<file path="src/rtl/ir_key_event_ctrl.sv">
// rtl/ir_key_event_ctrl.sv - NEC key results to PRESS/HOLD/REPEAT/RELEASE events via FWFT FIFO
module ir_key_event_ctrl #(
    parameter int CLK_FREQ   = 50_000_000,
    parameter int RELEASE_MS = 120,
    parameter int HOLD_MS    = 500,
    parameter int RPT_MS     = 200,
    parameter int FIFO_DEPTH = 4
) (
    input  logic       clk,
    input  logic       rst_n,
    input  logic [7:0] key_code,
    input  logic       key_valid,
    input  logic       key_repeat,
    output logic       evt_valid,
    input  logic       evt_ready,
    output logic [1:0] evt_type,
    output logic [7:0] evt_code,
    output logic       key_down,
    output logic       overflow
);

    localparam int TICK_DIV = CLK_FREQ / 1000;
    localparam int PRE_W    = (TICK_DIV > 1) ? $clog2(TICK_DIV) : 1;
    localparam int MAX_A    = (RELEASE_MS > HOLD_MS) ? RELEASE_MS : HOLD_MS;
    localparam int MAX_MS   = (MAX_A > RPT_MS) ? MAX_A : RPT_MS;
    localparam int MS_W     = $clog2(MAX_MS + 1);
    localparam int PTR_W    = $clog2(FIFO_DEPTH);
    localparam int CNT_W    = PTR_W + 1;

    localparam logic [1:0] ST_IDLE = 2'd0;
    localparam logic [1:0] ST_DOWN = 2'd1;
    localparam logic [1:0] ST_HELD = 2'd2;
    localparam logic [1:0] ST_SWAP = 2'd3;

    localparam logic [1:0] EVT_PRESS   = 2'b00;
    localparam logic [1:0] EVT_HOLD    = 2'b01;
    localparam logic [1:0] EVT_REPEAT  = 2'b10;
    localparam logic [1:0] EVT_RELEASE = 2'b11;

    localparam logic [PRE_W-1:0] PRE_LAST = PRE_W'(TICK_DIV - 1);
    localparam logic [MS_W-1:0]  REL_LIM  = MS_W'(RELEASE_MS);
    localparam logic [MS_W-1:0]  HOLD_LIM = MS_W'(HOLD_MS);
    localparam logic [MS_W-1:0]  RPT_LIM  = MS_W'(RPT_MS);
    localparam logic [MS_W-1:0]  MS_SAT   = '1;
    localparam logic [CNT_W-1:0] CNT_FULL = CNT_W'(FIFO_DEPTH);

    logic [PRE_W-1:0] pre_cnt;
    logic             ms_tick;
    logic             rep_d1;
    logic             rep_edge;

    logic [1:0]       state,     state_nxt;
    logic [7:0]       cur_code,  cur_nxt;
    logic [7:0]       swap_code, swap_nxt;
    logic [MS_W-1:0]  rel_cnt,   rel_nxt;
    logic [MS_W-1:0]  hold_cnt,  hold_nxt;
    logic             refresh;

    logic             push;
    logic [1:0]       push_type;
    logic [7:0]       push_code;

    logic [9:0]       mem [FIFO_DEPTH];
    logic [PTR_W-1:0] wr_ptr;
    logic [PTR_W-1:0] rd_ptr;
    logic [CNT_W-1:0] count;
    logic             pop;
    logic             full;
    logic             drop;
    logic             wr_en;
    logic [9:0]       head;

    assign ms_tick  = (pre_cnt == PRE_LAST);
    assign rep_edge = key_repeat & ~rep_d1;

    always_ff @(posedge clk or negedge rst_n) begin
        if (!rst_n) begin
            pre_cnt <= '0;
            rep_d1  <= 1'b0;
        end else begin
            pre_cnt <= ms_tick ? '0 : pre_cnt + PRE_W'(1);
            rep_d1  <= key_repeat;
        end
    end

    // A full frame overrides a repeat edge; a mismatching frame is a swap, not a refresh.
    assign refresh = key_valid ? (key_code == cur_code) : rep_edge;

    always_comb begin
        state_nxt = state;
        cur_nxt   = cur_code;
        swap_nxt  = swap_code;
        rel_nxt   = (ms_tick && rel_cnt != MS_SAT) ? rel_cnt + MS_W'(1) : rel_cnt;
        hold_nxt  = (ms_tick && hold_cnt != MS_SAT) ? hold_cnt + MS_W'(1) : hold_cnt;
        push      = 1'b0;
        push_type = EVT_PRESS;
        push_code = cur_code;
        case (state)
            ST_IDLE: begin
                if (key_valid) begin
                    cur_nxt   = key_code;
                    push      = 1'b1;
                    push_code = key_code;
                    rel_nxt   = '0;
                    hold_nxt  = '0;
                    state_nxt = ST_DOWN;
                end
            end
            ST_DOWN, ST_HELD: begin
                if (refresh) begin
                    rel_nxt = '0;
                end else if (key_valid) begin
                    push      = 1'b1;
                    push_type = EVT_RELEASE;
                    swap_nxt  = key_code;
                    state_nxt = ST_SWAP;
                end else if (rel_cnt >= REL_LIM) begin
                    push      = 1'b1;
                    push_type = EVT_RELEASE;
                    state_nxt = ST_IDLE;
                end else if (state == ST_DOWN && hold_cnt >= HOLD_LIM) begin
                    push      = 1'b1;
                    push_type = EVT_HOLD;
                    hold_nxt  = '0;
                    state_nxt = ST_HELD;
                end else if (state == ST_HELD && hold_cnt >= RPT_LIM) begin
                    push      = 1'b1;
                    push_type = EVT_REPEAT;
                    hold_nxt  = '0;
                end
            end
            ST_SWAP: begin
                cur_nxt   = swap_code;
                push      = 1'b1;
                push_code = swap_code;
                rel_nxt   = '0;
                hold_nxt  = '0;
                state_nxt = ST_DOWN;
            end
            default: state_nxt = ST_IDLE;
        endcase
    end

    always_ff @(posedge clk or negedge rst_n) begin
        if (!rst_n) begin
            state     <= ST_IDLE;
            cur_code  <= '0;
            swap_code <= '0;
            rel_cnt   <= '0;
            hold_cnt  <= '0;
        end else begin
            state     <= state_nxt;
            cur_code  <= cur_nxt;
            swap_code <= swap_nxt;
            rel_cnt   <= rel_nxt;
            hold_cnt  <= hold_nxt;
        end
    end

    assign key_down = (state != ST_IDLE);

    // A pop in the same cycle frees the slot, so a full FIFO can still accept the push.
    assign pop   = evt_valid & evt_ready;
    assign full  = (count == CNT_FULL);
    assign drop  = push & full & ~pop;
    assign wr_en = push & ~drop;

    always_ff @(posedge clk or negedge rst_n) begin
        if (!rst_n) begin
            wr_ptr   <= '0;
            rd_ptr   <= '0;
            count    <= '0;
            overflow <= 1'b0;
        end else begin
            overflow <= drop;
            if (wr_en) wr_ptr <= wr_ptr + PTR_W'(1);
            if (pop)   rd_ptr <= rd_ptr + PTR_W'(1);
            case ({wr_en, pop})
                2'b10:   count <= count + CNT_W'(1);
                2'b01:   count <= count - CNT_W'(1);
                default: count <= count;
            endcase
        end
    end

    always_ff @(posedge clk) begin
        if (wr_en) mem[wr_ptr] <= {push_type, push_code};
    end

    assign head      = mem[rd_ptr];
    assign evt_valid = (count != '0);
    assign evt_type  = evt_valid ? head[9:8] : 2'b00;
    assign evt_code  = evt_valid ? head[7:0] : 8'h00;

endmodule

</file>
<file path="config.mk">
export PLATFORM = sky130hd
export DESIGN_NAME = ir_key_event_ctrl
export DESIGN_NICKNAME = d
export VERILOG_FILES = /design/src/rtl/ir_key_event_ctrl.sv
export SDC_FILE = /design/constraint.sdc
export NUM_CORES = 1
export LEC_CHECK = 0
export CORE_MARGIN = 1
export CORE_UTILIZATION = 60
export CTS_BUF_LIST = sky130_fd_sc_hd__clkbuf_16
export DETAILED_ROUTE_END_ITERATION = 8
export PLACE_DENSITY = 0.8
export REMOVE_ABC_BUFFERS = 1
export SLEW_MARGIN = 20
export SYNTH_ARGS = -nofsm -noshare
export SYNTH_HDL_FRONTEND = slang
export SYNTH_SLANG_ARGS = --single-unit
</file>
<file path="constraint.sdc">
create_clock -name clk -period 3.6 [get_ports clk]
set_clock_uncertainty 0.1 [all_clocks]
set_input_delay 0.72 -clock clk [delete_from_list [all_inputs] [get_ports clk]]
set_output_delay 0.72 -clock clk [all_outputs]
set_load 0.02 [all_outputs]
</file>
==> results.md, run 1 <==
* P_leak at between 2 and 2.5 nW
* Hold Fails Final Rpt at 0
* Placeable core region at approximately 7700 sq um
* Slew at the pin with the worst max-slew slack at 0.611 ns
* Mean Syn Cell Area at between 10 and 15 sq um
* Antenna violations before repair at 0
* Diodes inserted at 0
* 1st-iter DRT viols at 197
* Post-DP HPWL at just over 6 mm
* Clock buffer depth at 2
* Post-Syn Area at roughly 4800 sq um
* Post-Synthesis Cells at between 300 and 400
* Fill cells at about 540
* RSZ-0062 raised after global routing: false
* Slew margin rel. at 0.588
* Max_cap viols at 0
* Final setup TNS at 0 ns
* Clock slew at reported path FFs at roughly 0.070 ns
* Non-filler cells, final at approximately 520
* Hold slack at approximately 0.14 ns
* CTS Sinks at approximately 100
* Final period util at 0.886
* Setup WS post-layout at 0.412 ns
* Fmax at 314 MHz
* Crit Path Max Fanout at 7
* Post-cts hold buffer count at 0
* DIE WIDTH at 91.4 microns
* Max-slew violation count at 0
* Final Instance Area at between 5000 and 6000 sq um
* Synthesized flop and latch total at approximately 100
* Post-synth ARST share at 0.604
* Crit path time final at approximately 3.2 ns
* WL per Instance at about 17 microns
* GRT overflow at 0
* Die Height at slightly above 90 microns
* Post-CTS sizing at 0
* H-tree levels at 3
* Synth cell types at 50
* Initial core utilization at 0.620
* Largest net degree at the start of global routing at 45
* Most used flip-flop cell after synthesis: dfrtp_1
* I/O pin total at 26
* Post-route ant nets at 0
* # setup viols final at 0
* Clock Latency Late Sink at between 0.3 and 0.4 ns
* Port Buf Inserts at 25
* Via/cell ratio at about 5.7
* Yosys warnings at 0
* Nets@finish at between 400 and 500
* PwrDens at about 800 nW/um^2
* R2R depth at 11
* Number of enable flip-flop cells after synthesis at 40
* Global-route usage over all layers at 0.232
* CTS tree: yes
* R2R Path Start: state[0]
* TritonRoute pass-1 iters at 4
* Final WL at a little under 9 mm
* Rows at 32
* Clock Tree Root: clkbuf_16
* CP required at about 2.8 ns
* R2r endpoint: count[2]
* Setup bufs post-CTS at 0
* DP Worst Slack at slightly above 0.2 ns
* Crit. End Element: output pin
* RD Place Congestion at between 0.8 and 0.9
* Design Power at between 4 and 5 mW
* Placed cells at slightly above 500
* Hold WC Path Type: input pin to async pin
* Startpoint Class: flip-flop
* Vias post-DR at ~3000
* Number of global-route vias before repair at ~3100
* Layout cell share with drive strength beyond 1 at 0.136
* Worst EP arrival at between 2 and 2.5 ns
* Synthesis-to-layout area growth at 14.9%
* Drc violations at 0
* CTS buffer count at 9
* Die area at 8350 sq um
* First-pass GRT wire length at roughly 15 mm
* Reg-to-reg slack, setup at approximately 0.8 ns
* Register area share after synthesis at 0.569
* Status: finished clean
* Setup CP Type: flip-flop to output pin
* Post-place instance area at 5170 sq um
* Maximum VDD drop at around 370 uV
* Final Util at 0.712
cell usage after synthesis (all sizes together), types with 8 or more instances:
master	n	share of area
o21ai	14	0.017
mux2	8	0.019
xor2	18	0.033
nand3	13	0.014
edfxtp	40	0.25
nand2	30	0.023
a22oi	9	0.014
nor2	37	0.029
and2	15	0.021
xnor2	21	0.038
nand4	8	0.010
inv	17	0.013
mux4	10	0.047
ha	16	0.042
dfrtp	61	0.32
power breakdown:
group | switching (mW) | internal (mW) | leakage, nW
Combinational | 0.922 | 0.776 | 0.925
Clock | 0.409 | 0.612 | 0.156
Sequential | 0.167 | 1.62 | 1.17
worst max-delay path: stages (launching register included):
cell and delay (ns):
dfrtp_1 0.54, buf_4 0.26, mux4_2 0.53, and2_1 0.17, clkdlybuf4s50_1 0.52
layer usage:
| metal | GRT usage | vias to the layer above | wire (microns) |
|---|---|---|---|
| li1 | - | 1416 | - |
| met1 | 0.307 | 1481 | 3850 |
| met2 | 0.395 | 62 | 4490 |
| met3 | 0.0293 | 10 | 304 |
| met4 | 0.0847 | 0 | 71 |
| met5 | 0 | - | 0 |
final cells by class:
class / instances / area, sq um / share of cell area
clock buffer: 9 / 225 / 0.0409
clock inverter: 7 / 93.8 / 0.0170
inverter: 17 / 63.8 / 0.0116
multi-input combinational: 251 / 1930 / 0.351
sequential: 101 / 2730 / 0.495
tap: 102 / 128 / 0.0232
timing repair buffer: 35 / 333 / 0.0605
registers in the layout, summed over array words and instances (netlist names), 3 cells and up:
register and cells:
hold_cnt 9, count 3, cur_code 8, rel_cnt 9
pre_cnt 16, swap_code 8, mem 40
worst max-delay path by stage:
stage | start | to | slack, ns | depth (start not counted)
after floorplan | key_code[2] | count[2] | 0.85 | 8
after global placement | key_code[2] | count[2] | 0.29 | 9
after detailed placement | key_code[3] | count[2] | 0.20 | 10
after CTS | rd_ptr[0] | evt_code[2] | 0.36 | 4
after global routing | rd_ptr[0] | evt_code[1] | 0.29 | 4
final | rd_ptr[0] | evt_code[1] | 0.41 | 4
kinds of logic (layout without fill, tap and decap cells):
kind of cell             count (synthesis)  count (layout)  share of synthesized area
flip-flops                             101             101                      0.569
buffers and inverters                   28              68                     0.0274
multiplexers                            23              23                     0.0762
AND/OR/NAND/NOR                        131             131                      0.144
XOR/XNOR                                39              39                     0.0713
AO/OA/AOI/OAI                           41              41                     0.0660
adder cells (fa/ha/maj)                 17              17                     0.0459
cells in the final DEF (no fill, tap or decap), drive strengths merged, types with 3 or more instances in the layout:
cell / instances
a21oi: 3
o21ai: 14
a31oi: 3
nand2: 30
mux2i: 5
nand4: 8
mux2: 8
xnor2: 21
nor2: 37
mux4: 10
ha: 16
edfxtp: 40
or3: 4
and2: 15
buf: 11
a22oi: 9
nor2b: 3
inv: 20
dfrtp: 61
a22o: 3
and3: 5
and4: 3
xor2: 18
nand3: 13
clkdlybuf4s50: 24
clkbuf: 9
Note: power is estimated with default switching activity, not from simulation.
==> inputs of run 2 (changes only) <==
--- a/config.mk
+++ b/config.mk
@@ -6,10 +6,10 @@
 export NUM_CORES = 1
 export LEC_CHECK = 0
 export CORE_MARGIN = 1
-export CORE_UTILIZATION = 60
+export CORE_UTILIZATION = 30
 export CTS_BUF_LIST = sky130_fd_sc_hd__clkbuf_16
 export DETAILED_ROUTE_END_ITERATION = 8
-export PLACE_DENSITY = 0.8
+export MAX_ROUTING_LAYER = met4
 export REMOVE_ABC_BUFFERS = 1
 export SLEW_MARGIN = 20
 export SYNTH_ARGS = -nofsm -noshare
==> results.md, run 2 (synthesis gave the netlist of run 1 again) <==
* Vias post-DR at between 2000 and 3000
* Fill cells at around 1500
* Number of flip-flops in the largest register at 40
* Port Buf Inserts at 25
* First-pass GRT wire length at approximately 15 mm
* Nets@finish at ~440
* Commonest non-fill, non-tap cell in the layout: dfrtp_1
* Post-cts hold buffer count at 0
* CTS tree: yes
* CP required at between 2 and 3 ns
* Register area at ~2700 sq um
* Max-slew violation count at 0
* Biggest regs: mem: 40 flops, pre_cnt: 16 flops
* Final setup TNS at 0 ns
* Multi-input gate area at 1930 sq um
* CTS buffer count at 9
* Clock slew at reported path FFs at 0.06 ns
* Antenna violations before repair at 0
* RSZ-0062 raised after global routing: false
* Hold Fails Final Rpt at 0
* Critical path buffers and inverters at 2
* Most flop-heavy register: mem
* P_leak at 2.23 nW
* Synthesis-to-layout area growth at 16.7%
* Layout cell share with drive strength beyond 1 at 0.134
* GRT overflow at 0
* WL per Instance at about 14 microns
* Initial core utilization at 0.312
* RD Place Congestion at 0.773
* Most frequent cells in the layout: 61 x dfrtp_1, 40 x edfxtp_1, 37 x nor2_1, 30 x nand2_1, 24 x clkdlybuf4s50_1
* TritonRoute pass-1 iters at 5
* Setup CP Type: flip-flop to output pin
* Via/cell ratio at 4.64
* Critical path's slowest cell: dfrtp_1
* Clock Latency Late Sink at 0.35 ns
* Final period util at 0.907
* Status: finished clean
* Crit Path Max Fanout at 7
* Crit path cell chain: buf_4, mux4_2, and2_1, clkdlybuf4s50_1
* Placeable core region at roughly 15000 sq um
* Number of global-route vias before repair at between 3000 and 4000
* Crit path largest cell delay at between 0.6 and 0.7 ns
* Worst EP arrival at roughly 2.4 ns
* # setup viols final at 0
* Setup bufs post-CTS at 0
* Fmax at ~310 MHz
* Max_cap viols at 0
* Hold WC Path Type: flip-flop to flip-flop
* Die area at about 16000 sq um
* DIE WIDTH at 128 microns
* Placed cells at slightly above 600
* Post-route ant nets at 0
* Clock Tree Root: clkbuf_16
* PwrDens at 797 nW/um^2
* Drc violations at 0
* Reg-to-reg slack, setup at roughly 0.85 ns
* Non-filler cells, final at approximately 630
* Largest net degree at the start of global routing at 62
* CTS Sinks at just over 100
* Maximum VDD drop at approximately 310 uV
* H-tree levels at 3
* Rows at 45
* Startpoint Class: flip-flop
* Global-route usage over all layers at 0.127
* Diodes inserted at 0
* Clock buffer depth at 2
* Crit path time final at around 3.3 ns
* Final WL at between 9 and 10 mm
* Slew at the pin with the worst max-slew slack at roughly 0.8 ns
* I/O pin total at 26
* Post-DP HPWL at between 6 and 7 mm
* 1st-iter DRT viols at approximately 190
* Post-CTS sizing at 0
* Hold slack at just under 0.4 ns
* Die Height at around 130 microns
* Crit. End Element: output pin
* Cell family with most CP delay: buffers and inverters
* Slew margin rel. at 0.474
run 2: worst paths after layout:
path                           start     endpoint  depth (start not counted)
max reg2reg                 state[0]     count[2]                         10
min in group asynchronous      rst_n  hold_cnt[1]                          2
max in group asynchronous      rst_n    wr_ptr[0]                          2
min reg2reg                 count[2]     count[2]                          1
max                        rd_ptr[0]  evt_code[3]                          4
min                         count[2]     count[2]                          1
run 2: worst reg2reg max path, cell delays in order, from the launching register on:
cell and delay (ns):
dfrtp_1 0.41, inv_1 0.15, ha_1 0.19, inv_1 0.09
a21oi_1 0.25, and2b_2 0.26, a311oi_1 0.32, inv_1 0.11
fa_1 0.40, a22o_1 0.23, xor2_1 0.14
run 2: metal layers:
metal  GRT usage  wire (microns)  part of all wire  vias up
met4      0.0436             129             0.014        0
met1       0.153            4030              0.44     1441
met5           -               0                 0        -
li1            -               -                 -     1410
met2       0.205            4460              0.49       58
met3      0.0349             485             0.053       10
run 2: area by class of cell:
type	instances	area share
Clock buffer	9	0.0403
Clock inverter	7	0.0134
Inverter	17	0.0114
Multi-Input combinational cell	251	0.346
Sequential cell	101	0.487
Tap cell	211	0.0472
Timing Repair Buffer	33	0.0546
run 2: per-stage QoR:
stage / util / total power [mW] / instance area (sq um) / setup slack (ns)
4_1_cts: 0.364 / 4.52 / 5600 / 0.291
6_report: 0.364 / 4.46 / 5600 / 0.336
2_1_floorplan: - / 2.87 / 4730 / 0.853
3_3_place_gp: 0.344 / 3.47 / 5300 / 0.205
3_5_place_dp: 0.344 / 3.53 / 5300 / 0.159
5_1_grt: 0.364 / 4.75 / 5600 / 0.208
run 2: power by group:
| part | internal (mW) | leakage, nW | switching, mW |
|---|---|---|---|
| Combinational | 0.773 | 0.911 | 0.924 |
| Clock | 0.544 | 0.149 | 0.433 |
| Sequential | 1.62 | 1.17 | 0.164 |
| Total | 2.94 | 2.23 | 1.52 |
==> inputs of run 3 (changes only) <==
--- a/config.mk
+++ b/config.mk
@@ -5,6 +5,7 @@
 export SDC_FILE = /design/constraint.sdc
 export NUM_CORES = 1
 export LEC_CHECK = 0
+export CORE_ASPECT_RATIO = 2
 export CORE_MARGIN = 1
 export CORE_UTILIZATION = 30
 export CTS_BUF_LIST = sky130_fd_sc_hd__clkbuf_16
==> results.md, run 3 (synthesis gave the netlist of run 1 again) <==
* Status: finished clean
* Final WL at 9.24 mm
* Initial core utilization at 0.305
* # setup viols final at 0
* Crit path time final at about 3.1 ns
* Placeable core region at roughly 16000 sq um
* Rows at 65
* Post-CTS sizing at 0
* GRT overflow at 0
* CTS Sinks at ~100
* Post-route ant nets at 0
* CP required at 2.78 ns
* Drc violations at 0
* Clock Tree Root: clkbuf_16
* Final period util at 0.872
* Layout cell share with drive strength beyond 1 at 0.140
* Setup CP Type: flip-flop to output pin
* Largest net degree at the start of global routing at 31
* Design Power at 4.45 mW
* Via/cell ratio at approximately 4.8
* Reg-to-reg slack, setup at roughly 0.86 ns
* Number of global-route vias before repair at around 3200
* CTS buffer count at 9
* Slew margin rel. at 0.591
* Port Buf Inserts at 25
* I/O pin total at 26
* PwrDens at 794 nW/um^2
* Global-route usage over all layers at 0.123
* Switching Share at 0.337
* Switch Pwr at approximately 1.5 mW
* First-pass GRT wire length at 15.5 mm
* Setup bufs post-CTS at 0
* Fmax at 318 MHz
* Max_cap viols at 0
* Biggest regs: mem: 40 flops, pre_cnt: 16 flops
* Nets@finish at about 450
* Multi-input gate area at slightly below 2000 sq um
* Startpoint Class: flip-flop
* Crit Path Max Fanout at 8
* Slew at the pin with the worst max-slew slack at around 0.61 ns
* Placed cells at a little over 600
* Post-DP HPWL at just under 7 mm
* Worst EP arrival at approximately 2.3 ns
* Most frequent cells in the layout: 61 x dfrtp_1, 40 x edfxtp_1, 37 x nor2_1, 30 x nand2_1, 24 x clkdlybuf4s50_1
* WL per Instance at between 10 and 15 microns
* Internal Pwr Total at approximately 3.0 mW
* Hold Fails Final Rpt at 0
* P_leak at around 2.2 nW
* Die area at 16500 sq um
* RD Place Congestion at slightly below 0.8
* Clock Latency Late Sink at approximately 0.34 ns
* Final setup TNS at 0 ns
* Maximum VDD drop at 346 uV
* Number of flip-flops in the largest register at 40
* Register area at 2730 sq um
* TritonRoute pass-1 iters at 4
* Fill cells at between 1500 and 2000
* Synthesis-to-layout area growth at 17.0%
* Max-slew violation count at 0
* Diodes inserted at 0
* Die Height at approximately 180 microns
* Post-cts hold buffer count at 0
* RSZ-0062 raised after global routing: false
* Commonest non-fill, non-tap cell in the layout: dfrtp_1
* Non-filler cells, final at a little over 600
* Clock slew at reported path FFs at ~0.07 ns
* Comb pwr share at 0.376
* Most flop-heavy register: mem
* 1st-iter DRT viols at between 150 and 200
* Crit. End Element: output pin
* Hold WC Path Type: input pin to async pin
* Clock buffer depth at 2
* Reg power frac at 0.399
* Antenna violations before repair at 0
* CTS tree: yes
* H-tree levels at 3
* Clock power frac at 0.225
* Vias post-DR at between 2000 and 3000
* DIE WIDTH at between 90 and 100 microns
-- run 3: cell count changes in the layout (fill, tap and decap cells not counted), sizes merged --
cell,before,now
buf,9,11
inv,20,22
clkinv,2,1
clkinvlp,1,0
-- run 3: area by class of cell --
class,count,area share
clock buffer,9,0.0401
clock inverter,7,0.0156
multi-input combinational,251,0.345
sequential,101,0.486
timing repair buffer,35,0.0571
inverter,17,0.0114
tap,201,0.0448
-- run 3: worst max-delay path, stage by stage, from the launching register on --
cell	delay (ns)
dfrtp_1	0.49
buf_4	0.27
mux4_2	0.53
and2_1	0.17
clkdlybuf4s50_1	0.53
-- run 3: final timing paths --
check | cells past startpoint | startpoint | endpoint
setup / recovery | 4 | rd_ptr[0] | evt_code[6]
hold / removal | 1 | rst_n | rel_cnt[8]
setup reg to reg | 10 | state[0] | count[2]
hold reg to reg | 1 | count[2] | count[2]
max in group asynchronous | 2 | rst_n | swap_code[1]
min in group clk | 1 | count[2] | count[2]
-- run 3: per-stage QoR --
step | hold WS [ns] | cell area (sq um) | util | setup WS (ns)
3_3_place_gp | 0.369 | 5300 | 0.338 | 0.199
5_1_grt | 0.198 | 5610 | 0.357 | 0.345
6_report | 0.182 | 5610 | 0.357 | 0.460
2_1_floorplan | 0.324 | 4730 | - | 0.853
3_5_place_dp | 0.384 | 5300 | 0.338 | 0.172
4_1_cts | 0.189 | 5610 | 0.357 | 0.398
-- run 3: power groups by stage --
| stage | combinational [mW] | clock (mW) | sequential, mW |
|---|---|---|---|
| final | 1.68 | 1.00 | 1.77 |
| after floorplan | 1.10 | 0 | 1.77 |
| after global routing | 1.84 | 1.07 | 1.81 |
| after CTS | 1.71 | 1.03 | 1.78 |
| after global placement | 1.68 | 0 | 1.78 |
| after detailed placement | 1.70 | 0 | 1.80 |
-- run 3: per-layer routing --
metal / global-route usage / up-vias / routed length, microns
met2: 0.226 / 43 / 5200
met1: 0.127 / 1507 / 3530
met4: 0.0489 / 0 / 239
li1: - / 1417 / -
met5: - / - / 0
met3: 0.0236 / 13 / 269
